==> src/rtl/ps2_rx.sv <==
// ps2_rx: PS/2 device-to-host receiver with pin synchronisation, clock deglitch, framing/parity checks and timeout.
`timescale 1ns/1ps
module ps2_rx #(
  parameter int FILTER_LEN     = 4,
  parameter int TIMEOUT_CYCLES = 50000
) (
  input  logic       clk,
  input  logic       rst,
  input  logic       ps2_clock,
  input  logic       ps2_data,
  output logic       event_ready,
  output logic [7:0] event_data,
  output logic       parity_err,
  output logic       frame_err
);
  localparam int FW = $clog2(FILTER_LEN + 1);
  localparam int TW = $clog2(TIMEOUT_CYCLES + 1);
  typedef enum logic [1:0] {IDLE, DATA, STOP} state_t;
  state_t state_q, state_d;
  logic [1:0] clk_sync_q, dat_sync_q;
  logic filt_q;
  logic [FW-1:0] filt_cnt_q;
  logic [3:0] bit_cnt_q, bit_cnt_d;
  logic [7:0] shift_q, shift_d, data_q, data_d;
  logic parity_q, parity_d;
  logic [TW-1:0] timer_q, timer_d;
  logic ready_q, ready_d, perr_q, perr_d, ferr_q, ferr_d;
  logic fe, dat, term, timeout;
  // fe fires in the same cycle the filtered level is about to drop, so dat is sampled alongside it
  assign fe = filt_q && !clk_sync_q[1] && filt_cnt_q == FW'(FILTER_LEN - 1);
  assign dat = dat_sync_q[1];
  assign term = timer_q == TW'(TIMEOUT_CYCLES - 1);
  assign timeout = state_q != IDLE && term && !fe;
  always_ff @(posedge clk) begin
    if (rst) begin
      clk_sync_q <= 2'b11;
      dat_sync_q <= 2'b11;
      filt_q     <= 1'b1;
      filt_cnt_q <= '0;
    end else begin
      clk_sync_q <= {clk_sync_q[0], ps2_clock};
      dat_sync_q <= {dat_sync_q[0], ps2_data};
      if (clk_sync_q[1] == filt_q) begin
        filt_cnt_q <= '0;
      end else if (filt_cnt_q == FW'(FILTER_LEN - 1)) begin
        filt_q     <= clk_sync_q[1];
        filt_cnt_q <= '0;
      end else begin
        filt_cnt_q <= filt_cnt_q + 1'b1;
      end
    end
  end
  always_comb begin
    state_d   = state_q;
    bit_cnt_d = bit_cnt_q;
    shift_d   = shift_q;
    parity_d  = parity_q;
    data_d    = data_q;
    timer_d   = (state_q == IDLE || fe) ? '0 : (term ? timer_q : timer_q + 1'b1);
    ready_d   = 1'b0;
    perr_d    = 1'b0;
    ferr_d    = 1'b0;
    if (timeout) begin
      state_d = IDLE;
      ferr_d  = 1'b1;
    end else if (fe) begin
      case (state_q)
        IDLE: begin
          state_d   = dat ? IDLE : DATA;
          bit_cnt_d = '0;
        end
        DATA: begin
          if (bit_cnt_q == 4'd8) begin
            parity_d = dat;
            state_d  = STOP;
          end else begin
            shift_d   = {dat, shift_q[7:1]};
            bit_cnt_d = bit_cnt_q + 1'b1;
          end
        end
        STOP: begin
          state_d = IDLE;
          ferr_d  = !dat;
          perr_d  = dat && !(^{shift_q, parity_q});
          ready_d = dat && (^{shift_q, parity_q});
          data_d  = ready_d ? shift_q : data_q;
        end
        default: state_d = IDLE;
      endcase
    end
  end
  always_ff @(posedge clk) begin
    if (rst) begin
      state_q   <= IDLE;
      bit_cnt_q <= '0;
      shift_q   <= '0;
      parity_q  <= 1'b0;
      data_q    <= '0;
      timer_q   <= '0;
      ready_q   <= 1'b0;
      perr_q    <= 1'b0;
      ferr_q    <= 1'b0;
    end else begin
      state_q   <= state_d;
      bit_cnt_q <= bit_cnt_d;
      shift_q   <= shift_d;
      parity_q  <= parity_d;
      data_q    <= data_d;
      timer_q   <= timer_d;
      ready_q   <= ready_d;
      perr_q    <= perr_d;
      ferr_q    <= ferr_d;
    end
  end
  assign event_ready = ready_q;
  assign event_data  = data_q;
  assign parity_err  = perr_q;
  assign frame_err   = ferr_q;
endmodule

==> config.mk <==
export PLATFORM = sky130hd
export DESIGN_NAME = ps2_rx
export DESIGN_NICKNAME = d
export VERILOG_FILES = /design/src/rtl/ps2_rx.sv
export SDC_FILE = /design/constraint.sdc
export NUM_CORES = 1
export LEC_CHECK = 0
export ABC_AREA = 1
export BUFFER_PORTS_ARGS = -buffer_cell sky130_fd_sc_hd__buf_2
export CAP_MARGIN = 10
export CORE_AREA = 5 5 80 82
export CTS_BUF_LIST = sky130_fd_sc_hd__clkbuf_8 sky130_fd_sc_hd__clkbuf_16
export DETAILED_ROUTE_END_ITERATION = 6
export DIE_AREA = 0 0 85 87
export PLACE_DENSITY = 0.56
export SETUP_SLACK_MARGIN = 0.4
export SYNTH_ARGS = -nofsm -noshare
export SYNTH_HDL_FRONTEND = slang
export SYNTH_SLANG_ARGS = --single-unit
export TNS_END_PERCENT = 50
==> constraint.sdc <==
create_clock -name clk -period 5 [get_ports clk]
set_clock_uncertainty 0.15 [all_clocks]
set_input_delay 1 -clock clk [delete_from_list [all_inputs] [get_ports clk]]
set_output_delay 1 -clock clk [all_outputs]
set_load 0.05 [all_outputs]
==> summary.md, run 1 <==
| Metric | Value |
|---|---|
| Status | completed |
| Cell taking the most area after synthesis | dfxtp_1 |
| Reg clk slew, reported paths | 90 ps |
| GP Congestion | 0.813 |
| Total grt overflow | 0 |
| Die Width | 85 um |
| Placed inst area | 0.00253 mm2 |
| Post-synthesis sequential area ratio | 41.5% |
| Slowest CP cell | nand2_1 |
| H-Tree Depth | 2 |
| Post-synthesis cell type count | 34 |
| Crit end category | register |
| RSZ-0062 raised after global routing | no |
| Port bufs | 14 |
| Setup TNS | 0 ps |
| Layout cell share with drive strength beyond 1 | 14.4% |
| Die Area | 0.00740 mm2 |
| Final instance area | 0.00264 mm2 |
| # DRC | 0 |
| Post-synth EDFFs | 0 |
| CP peak stage delay | 520 ps |
| Most common flop cell mapped by yosys | dfxtp_1 |
| I/O Pins | 15 |
| Fin. Hold Viols | 0 |
| Max Freq | 405 MHz |
| CTS resizes | 0 |
| Worst slew margin | 24.7% |
| Total CTS buffers | 5 |
| Final Total Pwr | 0.000695 W |
| Largest buffer count on any clock path | 2 |
| Placement Rows | 28 |
| TritonCTS clock tree | yes |
| Leakage | 1.05 nW |
| Hold buffer count at CTS | 0 |
| Worst-path cell chain | buf_2, inv_1, nand2_1, o21bai_1, a21oi_1 |
| DIE HEIGHT | 87 um |
| Arrival @ worst endpoint | 2550 ps |
| Synth warn | 0 |
| Post CTS Setup Buffer Count | 0 |
| First-pass GRT wire length | 8.16 mm |
| Net Count, Synth | 341 |
| # diodes | 0 |
| Vias in the first global route | 1894 |
| Crit Path Class | in -> reg |
| Least-Margin Pin Slew | 1120 ps |
| HP Class | reg -> reg |
| 1st-iter DRT viols | 85 |
| Final WL | 4.54 mm |
| Hold Slack | 266 ps |
| Worst IR Drop VDD | 0.000152 V |
| Critical Path Fanout Max | 24 |
| Syn Std Cell Area | 0.00241 mm2 |
| Initial Utilization | 42.5% |
| Largest net degree at the start of global routing | 25 |
| 1st-pass router iterations | 6 |
| Worst Path Buf+Inv | 2 |
| GRT Total Usage | 13.3% |
| Vias | 2012 |
| Core ar. | 0.00568 mm2 |
| Period minus WS final | 2470 ps |
| Hpwl dp | 3.30 mm |
| Area growth syn-to-layout | 9.17% |
| Slew Viols, Final | 0 |
| Top delay family on crit path | buffers and inverters |
| Root Buffer | clkbuf_8 |
| Post-route clock period utilization | 49.3% |
| Clock sinks | 50 |
| Avg Inst Size Synth | 7.30 um2 |
| Vias/cell | 4.77 |
| Pwr/cell area | 264 mW/mm2 |
| WL/cell | 10.8 um |
| CP Launch Type | primary input |
| Top-area cell type share of the netlist area | 41.5% |
| Async SR Flop Fraction | 0% |
| Required @ worst endpoint | 5090 ps |
| Post-route ant nets | 0 |
| MaxCap Viol Count | 0 |
| Synth top area cells | dfxtp_1 41%, nand2_1 12%, inv_1 6.5% |
| Layout net count | 356 |
| Antenna violations before repair | 0 |
| # setup viols final | 0 |
| Post-Syn Instances | 331 |
| Clk_lat worst skew | 310 ps |
| Flops & latches, synth | 50 |
## worst register-to-register path, cell delays in order, from the launching register on
cell and delay, ps:
dfxtp_1 340, ha_1 150, ha_1 180, nand2_1 150, nor4_4 870, nand3_1 160
nand2_1 110, nor2_1 60
## layout make-up
| class | instances | area, um2 |
|---|---|---|
| Fill cell | 590 | 3040 |
| Sequential cell | 50 | 1000 |
| Clock inverter | 3 | 41.3 |
| Clock buffer | 5 | 68.8 |
| Tap cell | 75 | 93.8 |
| Inverter | 45 | 169 |
| Multi-Input combinational cell | 230 | 1190 |
| Timing Repair Buffer | 14 | 70.1 |
## logic make-up after synthesis
group	synth area share, %
and+or+nand+nor	31.3
AOI/OAI and AO/OA	13.1
buffers and inverters	9.17
DFF	41.5
adders and majority gates	3.11
xor gates and xnor gates	1.81
## power by group
part           leakage, nW  internal [W]  switching, W
clock network       0.0556      0.000147      0.000136
logic                0.591    0.00000417    0.00000722
registers            0.404      0.000400   0.000000668
total                 1.05      0.000551      0.000144
## layer usage
metal | track usage (%) | vias up | share of wire, %
met3 | 2.93 | 5 | 2.9
met5 | 0 | - | 0
met2 | 21.8 | 16 | 45
met1 | 17.2 | 901 | 50
met4 | 5.04 | 0 | 1.5
li1 | - | 1090 | -
## cells in the final DEF, fill, tap and decap left out, types with 2 or more instances in the layout
cell type   n
nand4_1     6
a21oi_2     8
o21bai_1    2
a21oi_1    24
buf_2      14
inv_2       3
nand3_2     2
or2_2       5
ha_1        6
nor3_1      3
nand2_2     6
clkbuf_8    5
inv_1      43
xnor2_1     4
dfxtp_1    50
nand2_1    80
nor2_1     37
nand3_1    19
o21ai_0    16
## worst paths after layout
check / to / slack, ps / cells past startpoint / startpoint
setup / recovery: timer_q[7]$_SDFFE_PP0P_ / 2530 / 5 / rst
setup reg to reg: event_data[4]$_SDFFE_PP0P_ / 2730 / 7 / filt_cnt_q[0]$_SDFF_PP0_
hold reg to reg: clk_sync_q[1]$_SDFF_PP1_ / 270 / 1 / clk_sync_q[0]$_SDFF_PP1_
hold / removal: clk_sync_q[1]$_SDFF_PP1_ / 270 / 1 / clk_sync_q[0]$_SDFF_PP1_
## stage by stage
stage               setup WS, ps  util, %  cells
finish                      2530     46.5    422
global route                2330     46.5    422
CTS                         2490     46.5    422
detailed placement          2190     44.5    414
global placement            2220     44.5    414
floorplan                   3230        -    331
## state kept, by name, summed over array words and instances, names as in the netlist
name / count
dat_sync_q: 2
event_data: 8
filt_q: 1
bit_cnt_q: 4
clk_sync_q: 2
filt_cnt_q: 3
state_q: 2
parity_err: 1
shift_q: 8
parity_q: 1
event_ready: 1
timer_q: 16
frame_err: 1
## synthesized netlist by cell type (5+ instances only)
library cell  number
a21oi_1           24
a21oi_2            8
dfxtp_1           50
ha_1               6
inv_1             42
nand2_1           80
nand2_2            6
nand3_1           19
nand4_1            6
nor2_1            37
o21ai_0           16
or2_2              5
No activity file was read; power rests on OpenSTA's default activity.
==> run 2, diff against run 1 <==
--- a/config.mk
+++ b/config.mk
@@ -12,7 +12,7 @@
 export CTS_BUF_LIST = sky130_fd_sc_hd__clkbuf_8 sky130_fd_sc_hd__clkbuf_16
 export DETAILED_ROUTE_END_ITERATION = 6
 export DIE_AREA = 0 0 85 87
-export PLACE_DENSITY = 0.56
+export PLACE_DENSITY = 0.59
 export SETUP_SLACK_MARGIN = 0.4
 export SYNTH_ARGS = -nofsm -noshare
 export SYNTH_HDL_FRONTEND = slang
==> constraint.sdc (replaced) <==
create_clock -name clk -period 2 [get_ports clk]
set_clock_uncertainty 0.15 [all_clocks]
set_input_delay 0.4 -clock clk [delete_from_list [all_inputs] [get_ports clk]]
set_output_delay 0.4 -clock clk [all_outputs]
set_load 0.05 [all_outputs]
==> run 2 against run 1 <==
Against the previous run: combinational power grew to 2.9 times the previous value; count of clock-buffer cells in the layout stayed put; total power grew to 2.5 times the previous value; register-to-register slack worse by 2400 ps; die area stayed put; sequential share of layout area is 4.6 points lower; core utilization is 8.1 points higher; via count is 9.0% higher; wire length is 15% higher; worst hold slack worse by 140 ps; clock power grew to 2.5 times the previous value; largest cell class unchanged.
==> summary.md, run 2 (same netlist as run 1, synthesis figures left out) <==
| Metric | Value |
|---|---|
| Layout net count | 385 (was 356) |
| Crit end category | register (unchanged) |
| Required @ worst endpoint | 2040 ps (was 5090 ps) |
| Arrival @ worst endpoint | 1680 ps (was 2550 ps) |
| Least-Margin Pin Slew | 340 ps (was 1120 ps) |
| Setup TNS | 0 ps (unchanged) |
| # setup viols final | 0 (unchanged) |
| Vias/cell | 4.86 (was 4.77) |
| Top reg by flops | timer_q (unchanged) |
| Seq pwr share | 57.2% (was 57.6%) |
| TritonCTS clock tree | yes (unchanged) |
| Core ar. | 0.00568 mm2 (unchanged) |
| Worst slew margin | 77.2% (was 24.7%) |
| Area of the multi-input gates | 0.00139 mm2 (was 0.00119 mm2) |
| Crit Path Class | reg -> reg (was in -> reg) |
| Layout Cells excl Fill | 451 (was 422) |
| Worst Path Buf+Inv | 0 (was 2) |
| Worst-case reg-to-reg path depth | 8 (was 7) |
| DP Cell Count | 418 (was 414) |
| DIE HEIGHT | 87 um (unchanged) |
| Max Freq | 613 MHz |
| RSZ-0062 raised after global routing | yes (was no) |
| Pwr/cell area | 562 mW/mm2 (was 264 mW/mm2) |
| Placement Rows | 28 (unchanged) |
| Worst hold path depth | 2 (was 1) |
| Port bufs | 14 (unchanged) |
| Most frequent CP cell | nand2_2 |
| Reg-to-reg setup timing slack | 370 ps (was 2730 ps) |
| Reg2Reg Launch Point | timer_q[1]$_SDFFE_PP0P_ (was filt_cnt_q[0]$_SDFF_PP0_) |
| Initial Utilization | 42.5% (unchanged) |
| 1st-pass router iterations | 4 (was 6) |
| Reg-to-reg endpoint | state_q[0]$_SDFFE_PP0P_ (was event_data[4]$_SDFFE_PP0P_) |
| Reg clk slew, reported paths | 90 ps (about the same) |
| Hpwl dp | 3.39 mm (was 3.30 mm) |
| H-Tree Depth | 2 (unchanged) |
| Gate power share | 1.9% (was 1.6%) |
| CP Launch Type | register (was primary input) |
| CP peak stage delay | 390 ps (was 520 ps) |
| GP Congestion | 0.752 (was 0.813) |
| Pint | 0.00137 W (was 0.000551 W) |
| Sw Ratio | 21.0% (was 20.7%) |
| Final WL | 5.22 mm (was 4.54 mm) |
| Fillers | 565 (was 590) |
| Psw | 0.000364 W (was 0.000144 W) |
| Worst IR Drop VDD | 0.000288 V (was 0.000152 V) |
| MaxCap Viol Count | 0 (unchanged) |
| Largest net degree at the start of global routing | 24 (was 25) |
| WL/cell | 11.6 um (was 10.8 um) |
| Post-route ant nets | 0 (unchanged) |
| Clock power share | 40.9% (was 40.8%) |
| # DRC | 0 (unchanged) |
| HP Start | ps2_clock (was clk_sync_q[0]$_SDFF_PP1_) |
| 1st-iter DRT viols | 78 (was 85) |
| I/O Pins | 15 (unchanged) |
| Leakage | 1.27 nW (was 1.05 nW) |
| Post-route clock period utilization | 81.6% |
| Die Width | 85 um (unchanged) |
| Clk_lat worst skew | 310 ps (about the same) |
| Final Total Pwr | 0.00174 W (was 0.000695 W) |
| Period minus WS final | 1630 ps |
| Max reg flops | 16 (unchanged) |
| Commonest non-fill, non-tap cell in the layout | nand2_1 (unchanged) |
| Critical Path Fanout Max | 4 (was 24) |
| Clock sinks | 50 (unchanged) |
| First-pass GRT wire length | 8.83 mm (was 8.16 mm) |
| Layout cell share with drive strength beyond 1 | 34.3% (was 14.4%) |
| Root Buffer | clkbuf_8 (unchanged) |
| Area growth syn-to-layout | 28.1% (was 9.17%) |
| Status | completed (unchanged) |
| Worst-path cell chain | ha_4, nand2_4, nor2_4, nand2_2, nor4_4, nand2_2, nand2_2, nor2_1 (was buf_2, inv_1, nand2_1, o21bai_1, a21oi_1) |
| Slew Viols, Final | 0 (unchanged) |
| Total grt overflow | 0 (unchanged) |
| Hold buffer count at CTS | 0 (unchanged) |
| Fin. Hold Viols | 0 (unchanged) |
| GRT Total Usage | 14.7% (was 13.3%) |
| Vias in the first global route | 2072 (was 1894) |
| Total CTS buffers | 5 (unchanged) |
| # diodes | 0 (unchanged) |
| Antenna violations before repair | 0 (unchanged) |
| Largest buffer count on any clock path | 2 (unchanged) |
| Most frequent cells in the layout | 69 x nand2_1, 39 x inv_1, 33 x dfxtp_1 (was 80 x nand2_1, 50 x dfxtp_1, 43 x inv_1) |
| HP Class | in -> reg (was reg -> reg) |
| FF+latch area | 0.00103 mm2 (was 0.00100 mm2) |
| Top delay family on crit path | simple AND/OR/NAND/NOR gates (was buffers and inverters) |
| Die Area | 0.00740 mm2 (unchanged) |
| Slowest CP cell | dfxtp_4 (was nand2_1) |
| Worst Hold Endpoint | clk_sync_q[0]$_SDFF_PP1_ (was clk_sync_q[1]$_SDFF_PP1_) |
| Vias | 2194 (was 2012) |
## run 2: cell count changes in the layout (fill, tap and decap cells not counted), moves of 4 or more
cell     delta
nand2_1    -11
dfxtp_2    +13
nor2_1      -6
dfxtp_4     +4
nor2_4      +4
nand2_2     +8
inv_1       -4
dfxtp_1    -17
buf_4      +23
o21ai_0     -4
## run 2: repair_timing
action / CTS / global route
buffers inserted: 10 / 13
resized for setup: 18 / 46
gates cloned: 1 / 1
pin swaps: 7 / 15
setup endpoints to repair: 25 / 40
## run 2: final cells by class
cell class | count | area share [%]
Multi-Input combinational cell | 231 | 44.8
Sequential cell | 50 | 33.4
Timing Repair Buffer | 42 | 9.75
Inverter | 45 | 5.54
Tap cell | 75 | 3.03
Clock buffer | 5 | 2.22
Clock inverter | 3 | 1.33
## run 2: worst max-delay path by stage
stage                                    from                    endpoint  cells past startpoint
finish                timer_q[1]$_SDFFE_PP0P_     state_q[0]$_SDFFE_PP0P_                      8
global route          timer_q[1]$_SDFFE_PP0P_     state_q[1]$_SDFFE_PP0P_                      8
CTS                   timer_q[2]$_SDFFE_PP0P_    timer_q[15]$_SDFFE_PP0P_                      8
detailed placement    timer_q[0]$_SDFFE_PP0P_    timer_q[14]$_SDFFE_PP0P_                      8
global placement    bit_cnt_q[0]$_SDFFE_PP0P_   bit_cnt_q[2]$_SDFFE_PP0P_                      9
floorplan            filt_cnt_q[0]$_SDFF_PP0_  event_data[6]$_SDFFE_PP0P_                      8
## run 2: worst register-to-register path, cell delays in order, from the launching register on
cell and delay [ps]:
dfxtp_4 390, ha_4 150, nand2_4 50, nor2_4 130, nand2_2 90, nor4_4 310, nand2_2 110, nand2_2 90
nor2_1 40
## run 2: power groups by stage
stage	registers (W)	clock network (W)	logic [W]
2_1_floorplan	0.00102	0	0.0000233
3_3_place_gp	0.00102	0	0.0000326
3_5_place_dp	0.00102	0	0.0000331
4_1_cts	0.00100	0.000737	0.0000338
5_1_grt	0.000996	0.000781	0.0000386
6_report	0.000995	0.000710	0.0000332
## run 2: through the flow
stage                     hold slack (ps)  setup slack, ps  utilization, %  area (um2)
after global routing                  109              250            54.5        3090
after CTS                             119              372            50.4        2860
after floorplan                       239              403               -        2460
final                                 124              368            54.5        3090
after global placement                246              305            45.8        2600
after detailed placement              250              310            45.8        2600
## run 2: routing by layer
metal	global-route usage (%)	vias to the layer above	wire length (um)
met5	0	-	0
met4	6.19	0	85
met3	3.88	7	188
met2	24.7	32	2580
met1	17.6	1004	2360
li1	-	1151	-
